`src/rtl/apb_reg_slave.sv`:
```
// APB4 completer exposing a bank of word-addressed registers with byte strobes,
// programmable wait states, error responses and a sticky protocol-violation flag.
module apb_reg_slave #(
    parameter int                  ADDR_W      = 32,
    parameter int                  DATA_W      = 32,
    parameter int                  NUM_REGS    = 8,
    parameter logic [ADDR_W-1:0]   BASE_ADDR   = '0,
    parameter int                  WAIT_STATES = 0,
    parameter logic [NUM_REGS-1:0] RO_MASK     = 8'hC0
) (
    input  logic                       pclk,
    input  logic                       presetn,
    input  logic                       psel,
    input  logic                       penable,
    input  logic                       pwrite,
    input  logic [ADDR_W-1:0]          paddr,
    input  logic [DATA_W-1:0]          pwdata,
    input  logic [DATA_W/8-1:0]        pstrb,
    output logic [DATA_W-1:0]          prdata,
    output logic                       pready,
    output logic                       pslverr,
    output logic [NUM_REGS*DATA_W-1:0] reg_q,
    input  logic [NUM_REGS*DATA_W-1:0] sts_in,
    output logic [NUM_REGS-1:0]        wr_pulse,
    output logic                       proto_err
);

    localparam int                BYTES     = DATA_W / 8;
    localparam int                IDX_W     = (NUM_REGS > 1) ? $clog2(NUM_REGS) : 1;
    localparam logic [ADDR_W-1:0] STRIDE    = ADDR_W'(BYTES);
    localparam logic [ADDR_W-1:0] SPAN      = ADDR_W'(NUM_REGS * BYTES);
    localparam logic [3:0]        WAIT_LAST = 4'(WAIT_STATES);

    // The state names the bus phase seen on the previous edge: SETUP means the
    // current cycle is the first access cycle, ACCESS means a wait-state continuation.
    typedef enum logic [1:0] {
        ST_IDLE   = 2'd0,
        ST_SETUP  = 2'd1,
        ST_ACCESS = 2'd2
    } state_t;

    state_t              state_reg;
    logic [3:0]          wcnt_reg;
    logic                proto_err_reg;

    logic [ADDR_W-1:0]   off;
    logic [IDX_W-1:0]    idx;
    logic                in_range;
    logic                aligned;
    logic                ro_hit;
    logic                err;
    logic                access;
    logic                bus_ok;
    logic                commit;
    logic                rd_ok;
    logic [DATA_W-1:0]   rw_words  [NUM_REGS];
    logic [DATA_W-1:0]   sts_words [NUM_REGS];

    // Unsigned subtraction makes addresses below BASE_ADDR wrap far out of range.
    assign off      = paddr - BASE_ADDR;
    assign idx      = IDX_W'(off / STRIDE);
    assign in_range = (off < SPAN);
    assign aligned  = ((off % STRIDE) == '0);
    assign ro_hit   = in_range & RO_MASK[idx];
    assign err      = !in_range | !aligned | (pwrite & ro_hit);

    assign access   = (state_reg != ST_IDLE);
    assign bus_ok   = psel & penable;
    assign pready   = access & (wcnt_reg == WAIT_LAST);
    assign pslverr  = pready & err;
    assign commit   = pready & bus_ok & pwrite & !err;
    assign rd_ok    = pready & !pwrite & !err;
    assign prdata   = rd_ok ? (ro_hit ? sts_words[idx] : rw_words[idx]) : '0;

    assign proto_err = proto_err_reg;

    always_ff @(posedge pclk or negedge presetn) begin
        if (!presetn) begin
            state_reg     <= ST_IDLE;
            wcnt_reg      <= '0;
            proto_err_reg <= 1'b0;
        end else begin
            case (state_reg)
                ST_IDLE: begin
                    wcnt_reg <= '0;
                    if (penable) begin
                        proto_err_reg <= 1'b1;
                    end else if (psel) begin
                        state_reg <= ST_SETUP;
                    end
                end
                default: begin
                    if (!bus_ok) begin
                        // Master abandoned the transfer: flag it and drop back without committing.
                        proto_err_reg <= 1'b1;
                        state_reg     <= ST_IDLE;
                        wcnt_reg      <= '0;
                    end else if (pready) begin
                        state_reg <= ST_IDLE;
                        wcnt_reg  <= '0;
                    end else begin
                        state_reg <= ST_ACCESS;
                        wcnt_reg  <= wcnt_reg + 4'd1;
                    end
                end
            endcase
        end
    end

    genvar gi;
    genvar gb;
    generate
        for (gi = 0; gi < NUM_REGS; gi++) begin : g_reg
            assign sts_words[gi] = sts_in[gi*DATA_W +: DATA_W];

            if (RO_MASK[gi]) begin : g_ro
                assign rw_words[gi]                  = '0;
                assign reg_q[gi*DATA_W +: DATA_W]    = '0;
                assign wr_pulse[gi]                  = 1'b0;
            end else begin : g_rw
                logic [DATA_W-1:0] word_reg;
                logic              pulse_reg;
                logic              hit;

                assign hit = commit && (idx == IDX_W'(gi));

                for (gb = 0; gb < BYTES; gb++) begin : g_lane
                    always_ff @(posedge pclk or negedge presetn) begin
                        if (!presetn) begin
                            word_reg[gb*8 +: 8] <= 8'h00;
                        end else if (hit && pstrb[gb]) begin
                            word_reg[gb*8 +: 8] <= pwdata[gb*8 +: 8];
                        end
                    end
                end

                // Pulses on every committed write, including an all-zero strobe.
                always_ff @(posedge pclk or negedge presetn) begin
                    if (!presetn) begin
                        pulse_reg <= 1'b0;
                    end else begin
                        pulse_reg <= hit;
                    end
                end

                assign rw_words[gi]               = word_reg;
                assign reg_q[gi*DATA_W +: DATA_W] = word_reg;
                assign wr_pulse[gi]               = pulse_reg;
            end
        end
    endgenerate

endmodule
```
`config.mk`:
```
export PLATFORM = sky130hd
export DESIGN_NAME = apb_reg_slave
export DESIGN_NICKNAME = d
export VERILOG_FILES = /design/src/rtl/apb_reg_slave.sv
export SDC_FILE = /design/constraint.sdc
export NUM_CORES = 1
export LEC_CHECK = 0
export CORE_AREA = 2 2 243 245
export DETAILED_ROUTE_END_ITERATION = 6
export DIE_AREA = 0 0 245 247
export SLEW_MARGIN = 20
export SYNTH_ARGS = -nofsm -noshare
export SYNTH_HDL_FRONTEND = slang
export SYNTH_SLANG_ARGS = --single-unit
export TNS_END_PERCENT = 30
```
`constraint.sdc`:
```
create_clock -name pclk -period 5.6 [get_ports pclk]
set_input_delay 1.68 -clock pclk [delete_from_list [all_inputs] [get_ports pclk]]
set_output_delay 1.68 -clock pclk [all_outputs]
set_load 0.02 [all_outputs]
```
**Word level (Yosys, flattened, before mapping)**

Memory sizes are Yosys's and may differ from the RTL's.
Cells that the tools add are included.

- Flip-flop bits (word level): 205
- Memory bits (read-only): 8
- Bits of input ports: 329
- Output and inout port bits: 299
- Word-level logic and storage cells: 121
- Memories: 1

Memories:

| memory | words | width | rd ports | clocked after Yosys merged registers in | wr ports | RTL line | source |
|---|---|---|---|---|---|---|---|
| (name not given) | 8 | 1 | 1 | 0 | 0 | 64 | `assign ro_hit = in_range & RO_MASK[idx];` |

- Add/sub/neg operators: 1
- $lt $le $gt $ge: 3
- Equality and inequality tests: 9
- Mux-type cells: 20
- Bitwise logic cells: 13
- Reduce and logical (&&, ||, !) cells: 41

Operator list:

| operator | count |
|---|---|
| $bmux W32 S3 | 2 |
| $mux W32 | 6 |
| $logic_not A32 Y1 | 1 |
| $lt A32 B6 Y1 const B | 1 |
| $logic_and A1 B1 Y1 | 30 |
| $mux W4 | 3 |
| $and A1 B1 Y1 | 10 |
| $mux W2 | 5 |
| $eq A3 B2 Y1 const B | 2 |
| $eq A3 B3 Y1 const B | 2 |
| $ne A2 B2 Y1 const B | 3 |
| $add A4 B1 Y4 const B | 1 |
| $ge A4 B4 Y1 const B | 1 |
| $logic_not A1 Y1 | 4 |
| $logic_not A4 Y1 | 1 |
| $lt A3 B4 Y1 const B | 1 |
| $mux W1 | 4 |
| $not A3 Y4 | 1 |
| $reduce_and A2 Y1 | 2 |
| $eq A3 B1 Y1 const B | 1 |
| $logic_not A3 Y1 | 1 |
| $logic_not A2 Y1 | 1 |
| $ne A2 B1 Y1 const B | 1 |
| $or A1 B1 Y1 | 2 |
| $reduce_bool A2 Y1 | 1 |

**Logic depth before layout (Yosys ltp)**

Gate-level depths: netlist (run 1).

- Depth in word-level cells: 9
- Mapped depth: 6
- Gate-level depth less buffers: 5

**Worst setup path before layout (run 1)**

OpenSTA, ideal clock, no wires.

- Path type: input to output
- From: in paddr[20]
- To: out prdata[10]
- Data arrival time: 3.408 ns
- Data required time: 3.920 ns
- Setup slack: 0.512 ns
- Stages: 5
- Path buffers: 1
- Path through: nor4_1 nand4_1 nor4_1 clkbuf_1 o21a_1

- Cells in the longest elaborated chain, start to end: 7
- Elaborated cells on any way between the ends: 10
- Classes of those cells: 1 x order compare; 2 x mux; 5 x bitwise; 2 x reduce/logical

RTL lines:

| what | RTL line | source |
|---|---|---|
| from (decl) | 16 | `input logic [ADDR_W-1:0] paddr,` |
| $lt A32 B6 Y1 (*) | 62 | `assign in_range = (off < SPAN);` |
| $and A1 B1 Y1 / $logic_not A1 Y1 (equally long branches) | 64, 65 |  |
| $and A1 B1 Y1 / $or A1 B1 Y1 (equally long branches) | 65 | `assign err = !in_range \| !aligned \| (pwrite & ro_hit);` |
| $or A1 B1 Y1 | 65 |  |
| $logic_not A1 Y1 | 72 | `assign rd_ok = pready & !pwrite & !err;` |
| $and A1 B1 Y1 | 72 |  |
| $mux W32 (*) | 73 | `assign prdata = rd_ok ? (ro_hit ? sts_words[idx] : rw_words[idx]) : '0;` |
| to (decl) | 19 | `output logic [DATA_W-1:0] prdata,` |

Mark *: on every way between the ends. The rest lies on a longest branch, timed or not.

**Final worst setup path (run 1)**

- From: in paddr[20]
- To: out prdata[22]

Same word-level chain as after synthesis.

==> metrics.txt, run 1 <==
status completed; H-tree depth 1; Place WS -0.405 ns; Mapped Cells 814; M1 GR Usage 0.172; CTS root buf clkbuf_16; slowest CP cell or4_1; crit-path max cell delay roughly 0.5 ns; DRC 0; Critical Path Sink Type output port; routed via count 8557; Fin. Hold Viols 0; routed wire length between 40 and 50 mm; Pins Over Slew Limit 0; Cell Area, Synth between 10000 and 15000 sq um; Worst R2R End g_reg[2].g_rw.pulse_reg$_DFF_PN0_; post-route ant nets 0; Yosys reg bits 205; Die X-Extent about 250 microns; GR peak layer met2; startpoint types input port; Synth Flop Type dfrtp_1; Final HPWL DP around 31 mm; hold path depth 1; post-route cell area about 17000 sq um; vias in the first global route 8800; Rel. slew slack 0.384; clock skew 0.0270 ns; CP max FO 8; Synth cell types 41; cell taking the most area after synthesis dfrtp_1; Iter 0 DRT Violations between 300 and 400; Worst-Skew Late Latency 0.56 ns; M3 GR Usage 0.0371; internal reg-to-reg setup slack 2.84 ns; first-pass GRT wire length approximately 60 mm; Initial Util 0.190; Yosys top cell area share 0.464; CP arrival around 3.8 ns; largest net degree at the start of global routing 113; Maximum Capacitance Violations 0; hold endpoint proto_err$_DFFE_PN0P_; placer congestion estimate just under 0.8; fmax 0.183 GHz; Synth area leaders dfrtp_1, mux2_2, mux4_2; Total GRT Usage 0.135; GRT met2 Usage 0.226; share of cells above drive strength 1 0.333; Pleak roughly 7.6 nW; slew at the pin closest to its max-slew limit 0.924 ns; Layout Nets 1569; final setup margin 0.137 ns; row count roughly 90; fin crit period 5.46 ns; sequential share of the synthesized area 0.464; Vias per Instance roughly 4.2; DR pass1 iterations 4; clock buffer depth 3; Die Ht 247 microns; CTS clock-pin slew for the worst setup and hold paths ~0.050 ns; port bufs between 300 and 400; Setup violations, final 0; wire per inst about 21 microns; Num CTS Buffers 26; Yosys warnings 0; Worst VDD drop around 0.25 mV; Core Area between 50000 and 60000 sq um; HP Start proto_err$_DFFE_PN0P_; WS Path Type in -> out; CTS tree done; Hold/Removal Path Class reg -> reg; max reg flops 192; total I/O pin count 628; cts hold-fix bufs 0; Placed Area roughly 16000 sq um; ys async rst share 1.00; Reg-to-Reg Start wcnt_reg[0]$_DFF_PN0_; cell mode on critical path buf_6; antenna violations before repair 7; Avg Inst Size Synth ~14 sq um; clock tree sinks roughly 210; total gr overflow 0; Die Footprint around 61000 sq um; Power per Cell Area roughly 210 nW/um^2; Area Growth Syn to Fin 51.7%; CP Data Required Time about 4 ns; number of flops mapped to enable cells by yosys 0; fin crit share 0.976; path depth of the worst reg2reg path 6; worst path cell trace clkdlybuf4s50_1 > nor4_2 > buf_4 > nand4_1 > buf_6 > or4_1 > buf_6 > nor2_1 > buf_2
-- worst max-delay path by stage --
stage | startpoint | endpoint | slack, ns | cells past startpoint
2_1_floorplan | paddr[20] | prdata[10] | 0.51 | 5
6_report | paddr[20] | prdata[22] | 0.14 | 9
5_1_grt | paddr[14] | prdata[8] | -0.002 | 10
3_5_place_dp | paddr[10] | prdata[26] | -0.41 | 9
3_3_place_gp | paddr[10] | prdata[26] | -0.35 | 9
4_1_cts | paddr[18] | prdata[8] | -0.1 | 11
-- layout make-up --
cell class              instances  area [sq um]
inverters                      28           105
diodes                          1          2.50
clock buffers                  35           704
multi-input cells             533          5430
repair buffers                444          4280
well taps                     773           967
clock inverters                12           136
fillers                      6037         41500
flip-flops and latches        205          5130
-- Yosys cell counts (all sizes together) (3+ instances only) --
master,number
buf,95
clkbuf,18
dfrtp,205
inv,28
mux2,192
mux2i,56
mux4,40
nand2,10
nand3,15
nand3b,4
nor2,13
nor2b,5
nor3,3
nor4,57
o21a,24
o22ai,24
-- per-layer routing --
metal | up-vias | wire (microns)
met5 | - | 50
met4 | 8 | 1150
met3 | 66 | 2800
met2 | 312 | 20400
met1 | 4402 | 18000
li1 | 3769 | -
-- stage by stage --
stage                     total power, mW  std cells  setup TNS [ns]  hold WS (ns)  utilization
after floorplan                      1.67        879               0         0.453            -
after global placement               1.83       1980           -9.53         0.472        0.274
after detailed placement             1.84       1980          -10.90         0.470        0.274
after CTS                            3.55       2029         -0.0973         0.486        0.287
after global routing                 3.63       2030        -0.00172         0.502        0.288
final                                3.48       2031               0         0.489        0.288
-- power by group --
group          leakage [nW]  internal [mW]  switching (mW)  total [mW]
Combinational          4.29          0.139           0.182       0.321
Clock                 0.403          0.977           0.693        1.67
Sequential             2.86           1.48        0.000774        1.48
-- critical path: cells and delay by family --
family / cells / cell delay (ns)
simple gates: 4 / 1.01
buf+inv: 5 / 1.07
-- cell usage in the layout, fill, tap and decap left out, types with 4 or more instances in the layout --
cell type | synthesis | routed
nor4_1 | 33 | 28
mux2_2 | 192 | 192
nand3_1 | 15 | 14
mux4_2 | 40 | 40
nor2b_1 | 5 | 5
inv_1 | 28 | 28
buf_4 | 73 | 63
nor4_2 | 2 | 4
clkbuf_1 | 18 | 7
o22ai_1 | 24 | 24
buf_2 | 13 | 27
mux2i_1 | 56 | 56
dfrtp_1 | 205 | 205
clkdlybuf4s50_1 | 0 | 332
buf_12 | 0 | 11
nor4_4 | 22 | 25
clkinv_2 | 0 | 4
buf_6 | 0 | 7
nor2_1 | 13 | 13
o21a_1 | 24 | 24
clkbuf_16 | 0 | 27
conb_1 | 1 | 66
nand3b_1 | 4 | 4
nand2_1 | 10 | 10
-- timing repair --
item                       in CTS  in global routing
cloned                          0                  1
gates resized for setup       123                 18
setup buffers                   2                  0
setup endpoints to repair      32                 29
pin swaps                       1                  2
-- logic make-up after synthesis --
| kind of cell | count (synthesis) | synth area share |
|---|---|---|
| other | 1 | 0.000339 |
| buffers and inverters | 141 | 0.0742 |
| flip-flops | 205 | 0.464 |
| AND/OR/NAND/NOR | 123 | 0.0966 |
| XOR/XNOR | 2 | 0.00159 |
| multiplexers | 288 | 0.328 |
| adder cells (fa/ha/maj) | 2 | 0.00226 |
| AO/OA/AOI/OAI | 52 | 0.0326 |
(Power assumes the default switching activity.)
==> inputs of run 2 (changes only) <==
Settings changed: CORE_AREA 2 2 243 245 to 2 2 248 250, DIE_AREA 0 0 245 247 to 0 0 250 252, DONT_BUFFER_PORTS set to 1.
Clock period 5.6 ns to 6.5 ns, I/O delays scaled along.
==> run 2 against run 1 <==
Clock power barely moved. Global-route usage is 1.9 points lower. Sequential power is 14% lower. Largest cell class unchanged. Design area down 24%. Hold slack improved by 0.0072 ns. Total power decreased by 13%. Clock skew down 0.0078 ns. Largest power group unchanged. Core utilization shrank 7.6 points. Via count is 19% lower. Flip-flop and latch count is the same. Count of clock-buffer cells in the layout is 1 higher.
==> metrics.txt, run 2 (synthesized netlist as in run 1, its figures left out) <==
status completed; CP arrival slightly above 4 ns; CTS clock-pin slew for the worst setup and hold paths about 0.050 ns; Final HPWL DP between 20 and 30 mm; Power per Cell Area between 200 and 250 nW/um^2; Die Footprint between 60000 and 70000 sq um; Pleak between 5 and 6 nW; Die Ht approximately 250 microns; commonest non-fill, non-tap cells in the layout dfrtp_1, mux2_2, conb_1, mux2i_1, mux4_2; Die X-Extent roughly 250 microns; Setup violations, final 0; commonest non-fill, non-tap cell in the layout dfrtp_1; slew at the pin closest to its max-slew limit approximately 1.2 ns; Layout Nets 1140; Placed Area about 12000 sq um; routed via count 6961; port bufs 0; Worst VDD drop approximately 0.17 mV; clock buffer depth 3; Vias per Instance around 4.3; total I/O pin count roughly 630; Num CTS Buffers 27; max reg flops around 190; cts hold-fix bufs 0; post-route cell area 12700 sq um; Pins Over Slew Limit 0; placer congestion estimate ~0.77; Area Growth Syn to Fin 15.2%; Critical Path Sink Type output port; vias in the first global route around 7300; Iter 0 DRT Violations 402; Post-CTS Setup Bufs 0; fin crit period about 6.1 ns; Fin Setup TNS 0 ns; H-tree depth 1; DRC 0; Total GRT Usage 0.117; row count 90; CP Data Required Time between 4 and 5 ns; first-pass GRT wire length about 54 mm; clock tree sinks slightly above 200; Core Area 60100 sq um; clock skew roughly 0.019 ns; fin crit share 0.938; Worst-Skew Late Latency between 0.5 and 0.6 ns; DR pass1 iterations 4; Hold/Removal Path Class reg -> reg; Maximum Capacitance Violations 0; antenna violations before repair 3; share of cells above drive strength 1 0.390; Initial Util 0.184; post-CTS sizing 0; RSZ-0062 raised after global routing no; WS Path Type in -> out; CTS root buf clkbuf_16; CP max FO 35; wire per inst between 20 and 25 microns; total gr overflow 0; routed wire length roughly 38 mm; Fin. Hold Viols 0; CTS tree done; fmax ~0.16 GHz; post-route ant nets 0; Rel. slew slack 0.224; startpoint types input port; largest net degree at the start of global routing just over 200
==> run 2: cell types whose count changed in the layout (fill, tap and decap cells not counted), moves of 3 or more <==
| cell | before | now |
|---|---|---|
| clkbuf_1 | 7 | 4 |
| clkbuf_8 | 2 | 5 |
| buf_12 | 11 | 0 |
| buf_2 | 27 | 0 |
| nor4_1 | 28 | 31 |
| bufinv_16 | 2 | 6 |
| buf_6 | 7 | 0 |
| buf_4 | 63 | 14 |
| clkdlybuf4s50_1 | 332 | 0 |
==> run 2: critical path: stages <==
cell and delay, ns:
nor4_1 0.33, nand4_1 0.24, buf_4 0.38, nor4_2 0.55, buf_4 0.35, o21a_1 0.31
==> run 2: power breakdown <==
part / switching [mW] / total (mW) / leakage (nW) / internal (mW)
Clock: 0.602 / 1.66 / 0.485 / 1.06
Sequential: 0.000689 / 1.28 / 2.86 / 1.28
Combinational: 0.0621 / 0.0951 / 2.51 / 0.0330
==> run 2: per-stage QoR <==
stage | total power, mW | instances | hold slack [ns] | utilization | setup slack (ns)
6_report | 3.03 | 1613 | 0.497 | 0.212 | 0.400
2_1_floorplan | 1.43 | 879 | 0.453 | - | 0.872
3_5_place_dp | 1.40 | 1562 | 0.490 | 0.195 | 0.270
5_1_grt | 3.15 | 1613 | 0.526 | 0.212 | 0.238
3_3_place_gp | 1.39 | 1562 | 0.471 | 0.195 | 0.259
4_1_cts | 3.10 | 1611 | 0.497 | 0.211 | 0.253
==> run 2: area by class of cell <==
class,instances,area [sq um]
antenna,2,5.00
clock buffer,36,759
sequential,205,5130
clock inverter,13,235
inverter,28,105
multi-input combinational,533,5400
fill,6376,47400
timing repair buffer,14,105
tap,782,978
==> run 2: final timing paths <==
path,slack (ns),cells after the start,startpoint,end
max in group asynchronous,5.04,0,presetn,reg_q[59]$_DFFE_PN0P_
setup / recovery,0.40,6,paddr[28],prdata[12]
hold / removal,0.50,1,wcnt_reg[0]$_DFF_PN0_,wcnt_reg[0]$_DFF_PN0_
hold reg to reg,0.50,1,wcnt_reg[0]$_DFF_PN0_,wcnt_reg[0]$_DFF_PN0_
min in group asynchronous,1.08,0,presetn,reg_q[78]$_DFFE_PN0P_
setup reg to reg,3.29,4,wcnt_reg[2]$_DFF_PN0_,reg_q[89]$_DFFE_PN0P_
==> run 2: routing by layer <==
| metal | routed length, microns | share of wire | GRT usage | vias to the layer above |
|---|---|---|---|---|
| li1 | - | - | - | 2905 |
| met1 | 15000 | 0.40 | 0.137 | 3632 |
| met2 | 18800 | 0.50 | 0.203 | 371 |
| met3 | 3270 | 0.086 | 0.0411 | 53 |
| met4 | 864 | 0.023 | 0.0305 | 0 |
| met5 | 0 | 0 | 0 | - |
